**src/rtl/arm_mc_controller.sv**
```systemverilog
// Multicycle ARM controller: Moore main FSM, ALU command decode,
// condition check against a latched NZCV flags register, and optional
// memory wait handshaking for FETCH/MEMREAD/MEMWRITE.
module arm_mc_controller #(
    parameter int MEM_WAIT = 0,
    parameter int SHIFT_EN = 1
) (
    input  logic        clk,
    input  logic        reset,
    input  logic [19:0] Instr,
    input  logic [3:0]  ALUFlags,
    input  logic        MemReady,
    output logic        PCWrite,
    output logic        MemWrite,
    output logic        RegWrite,
    output logic        IRWrite,
    output logic        AdrSrc,
    output logic [1:0]  RegSrc,
    output logic [1:0]  ALUSrcA,
    output logic [1:0]  ALUSrcB,
    output logic [1:0]  ResultSrc,
    output logic [1:0]  ImmSrc,
    output logic [2:0]  ALUControl,
    output logic        Shift,
    output logic [3:0]  State
);

    typedef enum logic [3:0] {
        FETCH    = 4'd0,
        DECODE   = 4'd1,
        MEMADR   = 4'd2,
        MEMREAD  = 4'd3,
        MEMWB    = 4'd4,
        MEMWRITE = 4'd5,
        EXECUTER = 4'd6,
        EXECUTEI = 4'd7,
        ALUWB    = 4'd8,
        BRANCH   = 4'd9
    } state_t;

    state_t      state;
    state_t      next;
    logic [3:0]  flags;
    logic        condexr;
    logic        cond_true;

    logic [3:0]  cond;
    logic [1:0]  op;
    logic [5:0]  funct;
    logic [3:0]  rd;
    logic        rd15;
    logic        ready;
    logic        unused_rn;

    logic [2:0]  alu_dec;
    logic        shift_dec;
    logic        nowrite;
    logic        cv_upd;

    logic        pcw;
    logic        memw;
    logic        regw;
    logic        irw;

    assign cond      = Instr[19:16];
    assign op        = Instr[15:14];
    assign funct     = Instr[13:8];
    assign rd        = Instr[3:0];
    assign unused_rn = ^Instr[7:4];
    assign rd15      = (rd == 4'hF);
    assign ready     = (MEM_WAIT == 0) || MemReady;

    assign ImmSrc    = op;
    assign RegSrc    = {op == 2'b01, op == 2'b10};
    assign State     = state;

    // Enables are forced low while reset is held; the rest already shows FETCH.
    assign PCWrite   = pcw  & reset;
    assign MemWrite  = memw & reset;
    assign RegWrite  = regw & reset;
    assign IRWrite   = irw  & reset;

    // Condition code evaluation against the stored NZCV flags.
    always_comb begin
        cond_true = 1'b0;
        case (cond)
            4'b0000: cond_true = flags[2];
            4'b0001: cond_true = ~flags[2];
            4'b0010: cond_true = flags[1];
            4'b0011: cond_true = ~flags[1];
            4'b0100: cond_true = flags[3];
            4'b0101: cond_true = ~flags[3];
            4'b0110: cond_true = flags[0];
            4'b0111: cond_true = ~flags[0];
            4'b1000: cond_true = flags[1] & ~flags[2];
            4'b1001: cond_true = ~flags[1] | flags[2];
            4'b1010: cond_true = (flags[3] == flags[0]);
            4'b1011: cond_true = (flags[3] != flags[0]);
            4'b1100: cond_true = ~flags[2] & (flags[3] == flags[0]);
            4'b1101: cond_true = flags[2] | (flags[3] != flags[0]);
            4'b1110: cond_true = 1'b1;
            default: cond_true = 1'b0;
        endcase
    end

    // Data-processing command decode from Funct[4:1].
    always_comb begin
        alu_dec   = 3'b000;
        shift_dec = 1'b0;
        nowrite   = 1'b0;
        cv_upd    = 1'b0;
        case (funct[4:1])
            4'b0100: cv_upd = 1'b1;
            4'b0010: begin alu_dec = 3'b001; cv_upd = 1'b1; end
            4'b0000: alu_dec = 3'b010;
            4'b1100: alu_dec = 3'b011;
            4'b0001: alu_dec = 3'b100;
            4'b1010: begin alu_dec = 3'b001; nowrite = 1'b1; cv_upd = 1'b1; end
            4'b1101: begin alu_dec = 3'b101; shift_dec = (SHIFT_EN != 0); end
            default: ;
        endcase
    end

    // State register.
    always_ff @(posedge clk or negedge reset) begin
        if (!reset) state <= FETCH;
        else        state <= next;
    end

    // Condition latch at DECODE exit and flag updates at EXECUTE exit.
    always_ff @(posedge clk or negedge reset) begin
        if (!reset) begin
            flags   <= '0;
            condexr <= 1'b0;
        end else begin
            if (state == DECODE) condexr <= cond_true;
            if ((state == EXECUTER || state == EXECUTEI) && funct[0] && condexr) begin
                flags[3:2] <= ALUFlags[3:2];
                if (cv_upd) flags[1:0] <= ALUFlags[1:0];
            end
        end
    end

    // Next-state and Moore outputs.
    always_comb begin
        next       = state;
        pcw        = 1'b0;
        memw       = 1'b0;
        regw       = 1'b0;
        irw        = 1'b0;
        AdrSrc     = 1'b0;
        ALUSrcA    = 2'b00;
        ALUSrcB    = 2'b00;
        ResultSrc  = 2'b00;
        ALUControl = 3'b000;
        Shift      = 1'b0;
        case (state)
            FETCH: begin
                ALUSrcA   = 2'b01;
                ALUSrcB   = 2'b10;
                ResultSrc = 2'b10;
                irw       = ready;
                pcw       = ready;
                if (ready) next = DECODE;
            end
            DECODE: begin
                ALUSrcA   = 2'b01;
                ALUSrcB   = 2'b10;
                ResultSrc = 2'b10;
                case (op)
                    2'b00:   next = funct[5] ? EXECUTEI : EXECUTER;
                    2'b01:   next = MEMADR;
                    2'b10:   next = BRANCH;
                    default: next = FETCH;
                endcase
            end
            MEMADR: begin
                ALUSrcB = 2'b01;
                next    = funct[0] ? MEMREAD : MEMWRITE;
            end
            MEMREAD: begin
                AdrSrc = 1'b1;
                if (ready) next = MEMWB;
            end
            MEMWB: begin
                ResultSrc = 2'b01;
                regw      = condexr & ~rd15;
                pcw       = condexr & rd15;
                next      = FETCH;
            end
            MEMWRITE: begin
                AdrSrc = 1'b1;
                memw   = condexr;
                if (ready || !condexr) next = FETCH;
            end
            EXECUTER, EXECUTEI: begin
                ALUSrcB    = (state == EXECUTEI) ? 2'b01 : 2'b00;
                ALUControl = alu_dec;
                Shift      = shift_dec;
                next       = ALUWB;
            end
            ALUWB: begin
                regw = condexr & ~nowrite & ~rd15;
                pcw  = condexr & rd15;
                next = FETCH;
            end
            BRANCH: begin
                ALUSrcB   = 2'b01;
                ResultSrc = 2'b10;
                pcw       = condexr;
                next      = FETCH;
            end
            default: next = FETCH;
        endcase
    end

endmodule

```
**config.mk**
```make
export PLATFORM = sky130hd
export DESIGN_NAME = arm_mc_controller
export DESIGN_NICKNAME = d
export VERILOG_FILES = /design/src/rtl/arm_mc_controller.sv
export SDC_FILE = /design/constraint.sdc
export NUM_CORES = 1
export LEC_CHECK = 0
export ABC_AREA = 1
export CORE_UTILIZATION = 50
export CTS_BUF_LIST = sky130_fd_sc_hd__clkbuf_8
export DETAILED_ROUTE_END_ITERATION = 8
export DONT_BUFFER_PORTS = 1
export PLACE_DENSITY_LB_ADDON = 0.15
export SKIP_CTS_REPAIR_TIMING = 1
export SYNTH_ARGS = -nofsm -noshare
export SYNTH_HDL_FRONTEND = slang
export SYNTH_SLANG_ARGS = --single-unit
```
**constraint.sdc**
```tcl
create_clock -name clk -period 1.55 [get_ports clk]
set_clock_uncertainty 0.15 [all_clocks]
set_input_delay 0.31 -clock clk [delete_from_list [all_inputs] [get_ports clk]]
set_output_delay 0.31 -clock clk [all_outputs]
set_load 0.02 [all_outputs]
```
[Word-level counts from Yosys, hierarchy flattened]
Cells that the tools add are included.
Storage, ports and cells
  flip-flop bits (word level): 9
  input port bits: 27
  output and inout port bits: 23
  logic and storage cells: 92
Cells by class
  equality and inequality tests: 34
  mux-type cells: 20
  bitwise gates (word level): 18
  reduce and logical (&&, ||, !) cells: 16
Operator list (number)
  4-bit == test, second input constant: 13
  4-bit by 3-bit == test with 1-bit output, second input constant: 9
  4-bit by 2-bit == test with 1-bit output, second input constant: 5
  4-bit one-hot mux with 5 select lines: 1
  1-bit one-hot mux with 15 select lines: 1
  3-bit one-hot mux with 5 select lines: 1
  4-bit by 1-bit == test with 1-bit output, second input constant: 3
  4-bit zero test: 3
  4-bit one-hot mux with 3 select lines: 1
  2-bit OR reduction: 6
  1-bit bitwise AND: 10
  1-bit 2-to-1 mux: 10
  3-bit 2-to-1 mux: 2
  1-bit NOT: 6
  2-bit one-hot mux with 3 select lines: 1
  3-bit OR reduction: 2
  2-bit one-hot mux with 2 select lines: 1
  1-bit one-hot mux with 3 select lines: 1
  2-bit by 1-bit == test with 1-bit output, second input constant: 1
  2-bit == test, second input constant: 1
  1-bit logical AND: 2
  2-bit zero test: 1
  1-bit OR: 2
  1-bit one-hot mux with 2 select lines: 1
  4 further kinds: 4

[Depth between registers and ports, before layout]
Gate-level depths: netlist of the first run.
  depth after elaboration: 7
  gate-level depth with buffers: 11
  depth with buffers taken out: 11

[Worst setup path before layout of the first run]
OpenSTA, ideal clock, no wires.
  kind: flip-flop to output port
  start: register state[2] (netlist: State[2])
  end: output RegWrite
  data arrival time: 1.514 ns
  data required time: 1.090 ns
  path slack: -0.424 ns
  cell stages (with the launch flop): 7
  path buffers: 0
  cell sequence: dfrtp_1 inv_1 nor2_4 inv_1 nor2_4 nor2_2 nor3_1
Between the ends
  longest elaborated chain between the ends: 3
  elaborated cells between the ends (all ways): 4
  classes of those cells: eq/ne (2); mux (1); bitwise (1)
RTL lines
  start, declared: line 41  | state_t state;
  start signal, assigned: line 127  | else state <= next;
  4-bit == test / 4-bit by 3-bit == test with 1-bit output (equally long branches): line 157  | case (state)
  1-bit one-hot mux with 2 select lines (*): line 157
  1-bit bitwise AND (*): line 80  | assign RegWrite = regw & reset;
  end, declared: line 15  | output logic RegWrite,
Every way passes the cells marked *; elsewhere a longest branch is shown, timed or not.

[Worst setup path after layout of the first run]
  start: register state[2] (netlist: State[2])
  end: output Shift
Between the ends
  longest elaborated chain between the ends: 3
  elaborated cells between the ends (all ways): 4
  classes of those cells: eq/ne (2); mux (1); reduce/logical (1)
RTL lines
  4-bit by 3-bit == test with 1-bit output: line 157
  2-bit OR reduction (*): line 157
  1-bit 2-to-1 mux (*): line 157
  end, declared: line 24  | output logic Shift,
Marked as above.

==> run metrics, run 1 <==
Starting Density=between 50% and 60%; post-synthesis register bit count=9; Clk pin slew, worst setup/hold paths=about 40 ps; CP peak stage delay=around 400 ps; # diodes=0; CTS buffer count=3; r2r startpoint=State[2]; Finish-stage setup viols=14; reg2reg setup slack=~80 ps; worst hold path endpoint=State[2]; Worst Path Required=1090 ps; DRT iter0 DRCs=27; Worst Reg-to-Reg Cells=8; Final Cell Area=0.00127 sq mm; Crit. End Element=primary output; Syn Nets=172; worst path cell trace=inv_4, nor2_4, nand2_4, buf_12, nor4_4, buf_4; Final Cycle Share=121%; WP data arrival=~1400 ps; Routed Antenna Nets=0; sequential-to-total area share from yosys stat=25.8%; Sink Count=9; post-place setup slack=-56.8 ps; core area=about 0.0016 sq mm; clock period minus worst slack=roughly 1900 ps; CP Launch Type=register; drt wl/cell=13.4 microns; row count=14; max frequency=about 0.53 GHz; drt drc=3; Slew Limit Fails=0; post-synthesis average cell area=~6 sq um; Max Cap Violations=0; Area Growth Syn to Fin=45.9%; die width=around 44 microns; initial antenna violation count=0; Filler cells=approximately 110; failing checks=design-rule violations, negative setup slack; critical register-to-register path endpoint=flags[1]; final hold slack=roughly 11 ps; Mapped Area=872 sq um; Max Root-Sink Buffers=2; hold path start=Instr[15]; critical path type=reg -> out; Die Ht=around 44 microns; total gr overflow=0; total track usage=~28%; status=finished, violations left; Peak VDD IR=between 1500 and 2000 uV; Fin. Hold Viols=0; first-pass GRT wire length=slightly below 4000 microns; gpl congestion=approximately 0.83; final net count=roughly 200; sequential cell area=roughly 230 sq um; Vias=1010; DRT Pass-1 Iters=6; DP Area=roughly 0.0012 sq mm; vias in the first global route=~1000; largest net degree at the start of global routing=12; RSZ-0062 raised after global routing=yes; Syn. warnings=0; Leakage=between 0.7 and 0.8 nW; Via density=5.29; Hold Path Class=in -> reg; multi-input logic area=637 sq um; DP Wirelength=roughly 2000 microns; layout cells sized above 1=between 30% and 40%; Pwr Density=1640 mW/mm^2; Clock Latency Late Sink=approximately 230 ps; H-tree depth=1; die area=roughly 0.0019 sq mm; Power Total=~0.0021 W; Unique masters post-synth=25; Crit Path Max Fanout=4; cells after synthesis=145; final setup margin=-324 ps; I/O Pins=50; hold-critical path depth=1; routed wire length=2560 microns; Critical Path Slowest Stage Cell=dfrtp_2; count of input and output buffers=0; root buf cell=clkbuf_8; CTS tree=done
[cells in the final DEF (no fill, tap or decap), types with 2 or more instances in the layout]
cell      netlist  routed
buf_6           0       3
nor2_4          2       3
nand4_1         2       2
nand3_1         8       8
inv_1          24      20
nand2_1        46      43
nand2_4         2       3
nor2_2          3       6
nor4_4          0       3
nor2_1         20      16
a21oi_1         5       4
clkbuf_8        0       3
o21ai_0         4       3
inv_2           1       5
buf_4           3      24
dfrtp_1         9       5
nand2_2         1       3
dfrtp_2         0       4
[report_power, final]
group	leakage, nW	total (W)	internal (W)	switching (W)
sequential	0.0963	0.000416	0.000328	0.0000874
clock	0.0269	0.000258	0.000172	0.0000857
combinational	0.586	0.00141	0.000563	0.000848
[how the worst max path moves through the flow]
stage | start | endpoint | slack (ps)
after floorplan | State[3] | PCWrite | -120
after CTS | State[3] | ALUSrcB[0] | -320
after global routing | State[2] | PCWrite | -380
after detailed placement | State[3] | ALUSrcB[0] | -60
after global placement | State[3] | ALUSrcB[0] | -50
final | State[2] | Shift | -320
[registers in the layout (all words and copies together), names as in the netlist]
name and count:
State 4, flags 4, condexr 1
[layer usage]
| layer | vias to the layer above | share of wire, % | wire length (microns) | global-route usage, % |
|---|---|---|---|---|
| met5 | - | 0 | 0 | 0 |
| met3 | 2 | 4.4 | 113 | 1.67 |
| met2 | 38 | 54 | 1370 | 51.9 |
| met4 | 0 | 0.47 | 12 | 9.38 |
| li1 | 510 | - | - | - |
| met1 | 460 | 42 | 1060 | 32.8 |
[final cells by class]
class / instances / area share (%)
inverter: 25 / 7.57
tap: 16 / 1.57
clock buffer: 3 / 3.24
clock inverter: 1 / 0.295
multi-input combinational: 108 / 50.0
sequential: 9 / 18.1
timing repair buffer: 29 / 19.2
[per-stage QoR]
| step | TNS, ps | cells | util, % |
|---|---|---|---|
| after floorplan | -371 | 145 | - |
| after global placement | -65.6 | 185 | 74.4 |
| after detailed placement | -244 | 185 | 74.4 |
| after CTS | -3420 | 189 | 77.3 |
| after global routing | -4110 | 191 | 81.6 |
| final | -3300 | 191 | 81.6 |
[logic make-up (layout without fill, tap and decap cells)]
family	after synthesis	in the layout	share of synthesized area [%]
other	1	1	0.430
DFF	9	9	25.8
buffers and inverters	28	58	13.3
AOI/OAI and AO/OA	15	15	10.8
and+or+nand+nor	92	92	49.6
[synthesized netlist by cell type]
cell / instances / share of area, %
nand2_2: 1 / 0.72
inv_2: 1 / 0.43
nor3_1: 2 / 1.1
nand2_1: 46 / 20
inv_1: 24 / 10
o211ai_1: 1 / 0.86
o311ai_1: 1 / 1.0
nand4_1: 2 / 1.4
nor2_8: 1 / 2.3
o21ai_1: 1 / 0.57
a21oi_2: 1 / 1.0
nor2_1: 20 / 8.6
nand2_4: 2 / 2.6
dfrtp_1: 9 / 26
nor2_2: 3 / 2.2
buf_4: 3 / 2.6
o21ai_0: 4 / 2.3
nand3b_1: 1 / 0.86
conb_1: 1 / 0.43
o31ai_2: 1 / 1.4
nand3_1: 8 / 4.6
o22ai_1: 1 / 0.72
a21oi_1: 5 / 2.9
nor2_4: 2 / 2.6
nor4_1: 4 / 2.9
[critical path: cells and delay by family (launching register included)]
kind | cells | cell delay, ps
buf+inv | 3 | 390
flops | 1 | 400
simple gates | 3 | 390
Power figures use the tool's default switching activity.
==> run 2, diff against run 1 <==
- HOLD_SLACK_MARGIN: unset -> 0.02
==> run 2 against run 1 <==
Compared with the run above:
- the run still ends with design-rule violations, negative setup slack left
- cell count rose by 1.0%
- routed wire length rose by 7.7%
- count of clock-buffer cells in the layout did not move
- critical endpoint unchanged
- largest power group unchanged
- highest routed layer unchanged
==> run metrics, run 2 (synthesis results as in run 1) <==
routed wire length=2750 microns (was 2560 microns); clock share of power=12.4% (about the same); Power Total=0.00212 W (was 0.00208 W); drt wl/cell=14.3 microns (was 13.4 microns); total gr overflow=0 (unchanged); RSZ-0062 raised after global routing=yes (unchanged); status=finished, violations left (unchanged); Finish-stage setup viols=14 (unchanged); clock period minus worst slack=1870 ps (about the same); commonest non-fill, non-tap cell in the layout=nand2_1 (unchanged); count of input and output buffers=0 (unchanged); Sink Count=9 (unchanged); setup tns final=-3470 ps (was -3300 ps); reg2reg setup slack=60 ps (was 80 ps); CTS buffer count=3 (unchanged); root buf cell=clkbuf_8 (unchanged); final net count=205 (was 203); dpl cells=185 (unchanged); hold path start=Instr[15] (unchanged); I/O Pins=50 (unchanged); Worst Reg-to-Reg Cells=8 (unchanged); Leakage=0.717 nW (was 0.709 nW); hold-critical path depth=1 (unchanged); Routed Antenna Nets=0 (unchanged); # diodes=0 (unchanged); Final Cycle Share=121% (about the same); Filler cells=101 (was 108); Max Cap Violations=0 (unchanged); Non-Filler Instances=193 (was 191); H-tree depth=1 (unchanged); worst hold path endpoint=State[1] (was State[2]); Sw Pwr=0.00105 W (was 0.00102 W); CP Launch Type=register (unchanged); Via density=5.46 (was 5.29); combinational share of power=67.8% (was 67.7%); Critical Path Slowest Stage Cell=dfrtp_2 (unchanged); Vias=1054 (was 1010); worst path cell trace=inv_4, nor2_4, nand2_4, buf_12, nor4_4, buf_4 (unchanged); max frequency=0.534 GHz (about the same); final setup margin=-324 ps (about the same); layout cells sized above 1=37.3% (was 37.7%); DRT iter0 DRCs=29 (was 27); largest net degree at the start of global routing=12 (unchanged); Starting Density=55.9% (unchanged); die width=43.8 microns (unchanged); WP data arrival=1410 ps (about the same); Fin. Hold Viols=0 (unchanged); critical path type=reg -> out (unchanged); total track usage=27.6% (unchanged); post-place setup slack=-56.8 ps (unchanged); DRT Pass-1 Iters=6 (unchanged); critical register-to-register path endpoint=flags[0] (was flags[1]); CTS tree=done (unchanged); Slew Limit Fails=0 (unchanged); DP Wirelength=1950 microns (unchanged); Max Root-Sink Buffers=2 (unchanged); gpl congestion=0.830 (unchanged); Clock Latency Late Sink=230 ps (about the same); failing checks=design-rule violations, negative setup slack (unchanged); CP peak stage delay=400 ps (about the same); vias in the first global route=991 (unchanged); first-pass GRT wire length=3940 microns (unchanged); Clk pin slew, worst setup/hold paths=50 ps (was 40 ps); Seq pwr share=19.8% (was 19.9%); core area=0.00156 sq mm (unchanged); row count=14 (unchanged); switching share of power=49.7% (was 49.0%); Area Growth Syn to Fin=48.2% (was 45.9%); Crit. End Element=primary output (unchanged); die area=0.00192 sq mm (unchanged); drt drc=3 (unchanged); Die Ht=43.8 microns (unchanged); Hold Path Class=in -> reg (unchanged); r2r startpoint=State[2] (unchanged); Pwr Density=1640 mW/mm^2 (about the same); Pint=0.00107 W (was 0.00106 W); Crit Path Max Fanout=4 (unchanged); most frequent cells in the layout=43 x nand2_1, 24 x buf_4, 20 x inv_1 (unchanged); Peak VDD IR=1700 uV (was 1800 uV); initial antenna violation count=0 (unchanged); final hold slack=59.3 ps (was 11.2 ps); Worst Path Required=1090 ps (about the same)
## run 2: power groups by stage
stage | clock network (W) | logic (W) | registers (W)
after global routing | 0.000280 | 0.00153 | 0.000426
final | 0.000263 | 0.00144 | 0.000420
after CTS | 0.000262 | 0.00131 | 0.000404
after floorplan | 0 | 0.000730 | 0.000471
after global placement | 0 | 0.00126 | 0.000403
after detailed placement | 0 | 0.00130 | 0.000406
## run 2: worst max path at each step
stage / startpoint / to / slack [ps] / cells after the start
2_1_floorplan: State[3] / PCWrite / -120 / 7
5_1_grt: State[3] / PCWrite / -380 / 7
3_3_place_gp: State[3] / ALUSrcB[0] / -50 / 6
4_1_cts: State[3] / ALUSrcB[0] / -320 / 6
3_5_place_dp: State[3] / ALUSrcB[0] / -60 / 6
6_report: State[2] / Shift / -320 / 6
## run 2: final cells by class
cell class / instances / area (sq um) / area share (%)
Multi-Input combinational cell: 108 / 637 / 49.3
Timing Repair Buffer: 31 / 264 / 20.4
Sequential cell: 9 / 230 / 17.8
Inverter: 25 / 96.3 / 7.45
Clock buffer: 3 / 41.3 / 3.19
Tap cell: 16 / 20.0 / 1.55
Clock inverter: 1 / 3.75 / 0.290
## run 2: through the flow
| stage | instance area (sq um) | util (%) |
|---|---|---|
| 3_5_place_dp | 1160 | 74.4 |
| 5_1_grt | 1290 | 82.9 |
| 6_report | 1290 | 82.9 |
| 2_1_floorplan | 947 | - |
| 4_1_cts | 1200 | 77.3 |
| 3_3_place_gp | 1160 | 74.4 |
## run 2: metal layers
layer	vias up	global-route usage (%)	routed length [microns]
met1	477	32.8	1060
met5	-	0	0
met2	50	51.9	1490
met3	10	1.67	149
li1	517	-	-
met4	0	9.38	52
## run 2: worst max-delay path, delay by kind of cell (launching register included)
family | cells | cell delay [ps]
flip-flops | 1 | 400
buffers and inverters | 3 | 380
AND/OR/NAND/NOR | 3 | 390
